[src/rtl/wb_arb_pkg.sv]
// wb_arb_pkg: shared state encoding and defaults for the two-master Wishbone arbiter
package wb_arb_pkg;
  typedef enum logic [1:0] {IDLE = 2'd0, GRANT0 = 2'd1, GRANT1 = 2'd2, ABORT = 2'd3} state_t;
  localparam int DEF_TIMEOUT = 16;
endpackage

[src/rtl/wb_arb_watchdog.sv]
// wb_arb_watchdog: counts stalled strobe cycles and flags expiry on the TIMEOUT-th one
module wb_arb_watchdog
  import wb_arb_pkg::*;
#(
  parameter int TIMEOUT = DEF_TIMEOUT
) (
  input  logic clk,
  input  logic reset,
  input  logic en,
  input  logic stb,
  input  logic ack,
  output logic expire
);
  localparam int W = TIMEOUT > 0 ? $clog2(TIMEOUT + 1) : 1;
  logic [W-1:0] cnt;
  always_ff @(posedge clk)
    if (!reset || !en || !stb || ack) cnt <= '0;
    else if (cnt != W'(TIMEOUT)) cnt <= cnt + 1'b1;
  // the current stalled cycle counts, so expiry fires while the register holds TIMEOUT-1
  assign expire = (TIMEOUT != 0) && en && stb && !ack && cnt == W'(TIMEOUT - 1);
endmodule

[src/rtl/wb_arbiter_2m.sv]
// wb_arbiter_2m: round-robin two-master to one-slave Wishbone arbiter with abort watchdog
module wb_arbiter_2m
  import wb_arb_pkg::*;
#(
  parameter int AW      = 32,
  parameter int DW      = 32,
  parameter int TIMEOUT = DEF_TIMEOUT
) (
  input  logic          clk,
  input  logic          reset,
  input  logic          m0_cyc,
  input  logic          m0_stb,
  input  logic          m0_we,
  input  logic [AW-1:0] m0_adr,
  input  logic [DW-1:0] m0_dat_w,
  output logic [DW-1:0] m0_dat_r,
  output logic          m0_ack,
  output logic          m0_err,
  input  logic          m1_cyc,
  input  logic          m1_stb,
  input  logic          m1_we,
  input  logic [AW-1:0] m1_adr,
  input  logic [DW-1:0] m1_dat_w,
  output logic [DW-1:0] m1_dat_r,
  output logic          m1_ack,
  output logic          m1_err,
  output logic          s_cyc,
  output logic          s_stb,
  output logic          s_we,
  output logic [AW-1:0] s_adr,
  output logic [DW-1:0] s_dat_w,
  input  logic [DW-1:0] s_dat_r,
  input  logic          s_ack,
  output logic [1:0]    gnt
);
  state_t state, state_d;
  logic own, own_d, act, c, expire;
  wb_arb_watchdog #(.TIMEOUT(TIMEOUT)) u_wd (
    .clk(clk), .reset(reset), .en(act), .stb(s_stb), .ack(s_ack), .expire(expire)
  );
  // own is the current owner while granted and the last owner once idle
  always_ff @(posedge clk)
    if (!reset) begin
      state <= IDLE;
      own   <= 1'b1;
    end else begin
      state <= state_d;
      own   <= own_d;
    end
  always_comb begin
    act      = state == GRANT0 || state == GRANT1;
    c        = own ? m1_cyc : m0_cyc;
    s_cyc    = act && c;
    s_stb    = act && (own ? m1_stb : m0_stb);
    s_we     = act && (own ? m1_we : m0_we);
    s_adr    = act ? (own ? m1_adr : m0_adr) : '0;
    s_dat_w  = act ? (own ? m1_dat_w : m0_dat_w) : '0;
    m0_ack   = act && !own && s_ack;
    m1_ack   = act && own && s_ack;
    m0_err   = act && !own && expire;
    m1_err   = act && own && expire;
    gnt      = state == IDLE ? 2'b00 : {own, !own};
    m0_dat_r = s_dat_r;
    m1_dat_r = s_dat_r;
    own_d    = own;
    state_d  = state;
    case (state)
      IDLE:
        if (m0_cyc || m1_cyc) begin
          own_d   = !(m0_cyc && (!m1_cyc || own));
          state_d = own_d ? GRANT1 : GRANT0;
        end
      GRANT0, GRANT1: state_d = !c ? IDLE : expire ? ABORT : state;
      default: state_d = c ? ABORT : IDLE;
    endcase
  end
endmodule

[config.mk]
export PLATFORM = sky130hd
export DESIGN_NAME = wb_arbiter_2m
export DESIGN_NICKNAME = d
export VERILOG_FILES = /design/src/rtl/wb_arb_pkg.sv /design/src/rtl/wb_arb_watchdog.sv /design/src/rtl/wb_arbiter_2m.sv
export SDC_FILE = /design/constraint.sdc
export NUM_CORES = 1
export LEC_CHECK = 0
export BUFFER_PORTS_ARGS = -buffer_cell sky130_fd_sc_hd__buf_2
export CORE_AREA = 8 8 114 116
export DETAILED_ROUTE_END_ITERATION = 8
export DIE_AREA = 0 0 122 124
export PLACE_DENSITY_LB_ADDON = 0.25
export SLEW_MARGIN = 10
export SYNTH_ARGS = -nofsm -noshare
export SYNTH_HDL_FRONTEND = slang
export SYNTH_SLANG_ARGS = --single-unit
[constraint.sdc]
create_clock -name clk -period 1.9 [get_ports clk]
set_input_delay 0.285 -clock clk [delete_from_list [all_inputs] [get_ports clk]]
set_output_delay 0.285 -clock clk [all_outputs]
set_load 0.05 [all_outputs]
==> flow_summary.ini <==
[outcome]
status = finished, final reports clean

[floorplan]
fp.coreArea_mm2 = 0.0112
fp.dieArea_mm2 = 0.0151
rows = 39
start_util = 0.192
ioPinCount = 306
fp.dieW_um = 122
dieHeight_um = 124

[power]
power.density_mw_per_mm2 = 2110
irDropWorstVdd_mv = 1.07
p_int_mw = 2.92
clkPwrFrac = 0.049
p_leak_nw = 2.03
combinationalPowerShare = 0.917
swShare = 0.600
switchingPower_mw = 4.37
seqPwrFrac = 0.034

[sta]
relSlewSlack = 0.744
fmax_mhz = 539
slew_violations = 0
rsz0062_at_grt = yes
period_needed_ns = 1.86
worst_pin_slew_ns = 0.374
hold_violations = 0
tns_ns = 0
finalSetupViolCount = 0
fin_skew_ns = 0.00499
setup_ws_ns = 0.0447
post-route-period-util = 0.976
finalHoldWorstSlack_ns = 0.284

[detailed_routing]
wl_per_cell_um = 15.0
routed_wl_um = 8370
drt_iter0_drc = 57
dr_total_vias = 2252
drc = 0
ant_nets = 0
drt_pass1_iterations = 4
avgViaCountPerCell = 4.04

[worst_setup_path]
r2r_slack_ns = 0.15
critPathKind = flop to output pin
reg2reg_from = own$_SDFFE_PN1P_
r2r-end = state[1]$_SDFFE_PN0P_
cp.required_ns = 1.62
worstPathArrival_ns = 1.57
worstPathMaxFanout = 3
cp-start-kind = flop
r2r_cells = 6
critPathCaptureType = output pin

[placed_design]
post-dp-hpwl_um = 6930
place_congestion = 0.737
io_buffers = 209
dpl_worst_slack_ns = 0.101

[global_route]
grt_antenna_before_repair = 0
grt_start_max_net_pins = 54
grt_use_total = 0.0918
grt_pass1_wl_um = 11600
grt_overflow = 0
grt_pass1_vias = 2430

[cells_and_area]
diodes = 0
drive_gt1_frac = 0.725
nFillCells = 1192
layout_commonest_cell = buf_2
fin_util = 0.309
layout.nets = 589
area_growth_syn_to_layout_pct = 61.2
final_cell_mix = buf_2, mux2i_1, nor2b_2

[clocking]
cts_buffer_depth = 2
cts-buffers-inserted = 3
cts_tree = built
cts.htree.levels = 1
clk_pin_slew_ns = 0.04
cts_sinks = 8
cts_root_buf = clkbuf_16
clk_latency_ns = 0.23

[hold_path]
min_from = reset
min_path_type = input pin to flop
min_to = own$_SDFFE_PN1P_
hold_depth = 2

[yosys]
synth_top_area_share = 0.318
yosys.area.top_type = mux2i_1
ys_seq_area_frac = 0.0747
netlist_instances = 271
syn_avg_cell_area_um2 = 7.91
synth_nets = 444
yosys_warnings = 0
ys_types = 28
netlist_area_mm2 = 0.00214
synth-seq-cells = 8
netlist_top_cells_area = mux2i_1, buf_4, nor2b_1, dfxtp_1, ha_1

[job]
max_cap_viol_count = 0
==> power groups by stage <==
stage,sequential (mW),clock (mW),combinational (mW)
after CTS,0.245,0.372,6.38
after global routing,0.252,0.382,7.02
after floorplan,0.217,0,5.18
after global placement,0.246,0,6.03
after detailed placement,0.247,0,6.05
final,0.245,0.360,6.69
==> final cells by class <==
cell class | count | area [um^2] | share of cell area
Timing Repair Buffer | 220 | 1380 | 0.398
Sequential cell | 8 | 169 | 0.0489
Inverter | 8 | 30.0 | 0.00869
Tap cell | 143 | 179 | 0.0518
Clock buffer | 4 | 78.8 | 0.0228
Multi-Input combinational cell | 175 | 1620 | 0.470
==> through the flow <==
step / cells / total power, mW / instance area [um^2]
after floorplan: 271 / 5.40 / 2320
after global placement: 549 / 6.27 / 3060
after detailed placement: 549 / 6.30 / 3060
after CTS: 556 / 6.99 / 3300
after global routing: 558 / 7.65 / 3460
final: 558 / 7.29 / 3460
==> how the worst max path moves through the flow <==
| stage | slack [ns] | from | cells past startpoint | to |
|---|---|---|---|---|
| floorplan | -0.08 | state[0]$_SDFFE_PN0P_ | 6 | s_dat_w[21] |
| global placement | 0.11 | u_wd.cnt[1]$_SDFFE_PP0P_ | 7 | m0_err |
| detailed placement | 0.10 | u_wd.cnt[1]$_SDFFE_PP0P_ | 7 | m0_err |
| CTS | -0.04 | u_wd.cnt[0]$_SDFFE_PP0P_ | 7 | m0_err |
| global route | -0.04 | u_wd.cnt[1]$_SDFFE_PP0P_ | 7 | m0_err |
| finish | 0.04 | u_wd.cnt[1]$_SDFFE_PP0P_ | 7 | m1_err |
==> sequential cells by signal (all words and copies together) (netlist names) <==
register,cells
u_wd.cnt,5
own,1
state,2
==> synth_stat cells <==
cell type  instances
a21boi_0           1
a21oi_1            2
and2_1             1
and3_1             4
and3b_1            2
buf_2              2
buf_4             71
clkbuf_1           7
dfxtp_1            8
ha_1               4
inv_1              8
mux2i_1           68
nand2_1            4
nand2b_1           2
nand3_1            1
nand3b_1           1
nor2_1             4
nor2b_1           67
nor2b_2            1
nor3_1             1
nor3_2             2
o2111ai_1          2
o211a_1            1
o21ai_0            1
o21ai_1            2
o22a_2             1
xnor2_1            2
xor2_1             1
==> layer usage <==
layer	global-route usage	share of wire	up-vias
met2	0.165	0.53	138
li1	-	-	1121
met3	0.0358	0.11	31
met4	0.0370	0.025	0
met1	0.0939	0.34	962
met5	0	0	-
==> cell families (layout without fill, tap and decap cells) <==
kind of cell             Yosys count  in the layout  synth area share
adder cells (fa/ha/maj)            4              4            0.0234
buffers and inverters             88            232             0.280
XOR/XNOR                           3              3            0.0123
AO/OA/AOI/OAI                     10             10            0.0327
AND/OR/NAND/NOR                   90             90             0.260
flip-flops                         8              8            0.0747
multiplexers                      68             68             0.318
==> timing repair <==
action                     CTS  global route
buffers inserted             3             1
pin swaps                    3             5
hold endpoints to repair     0             0
resized for setup           52            43
hold buffers                 0             0
setup endpoints to repair   45            71
cloned                       0             1
==> critical path, cell delays in order (launching register included) <==
cell and delay, ns:
dfxtp_4 0.35, ha_4 0.13, and3_4 0.19, ha_4 0.13, nand2_4 0.04, nor3_4 0.14, and3_4 0.21, buf_8 0.14
Note: power is estimated with default switching activity, not from simulation.
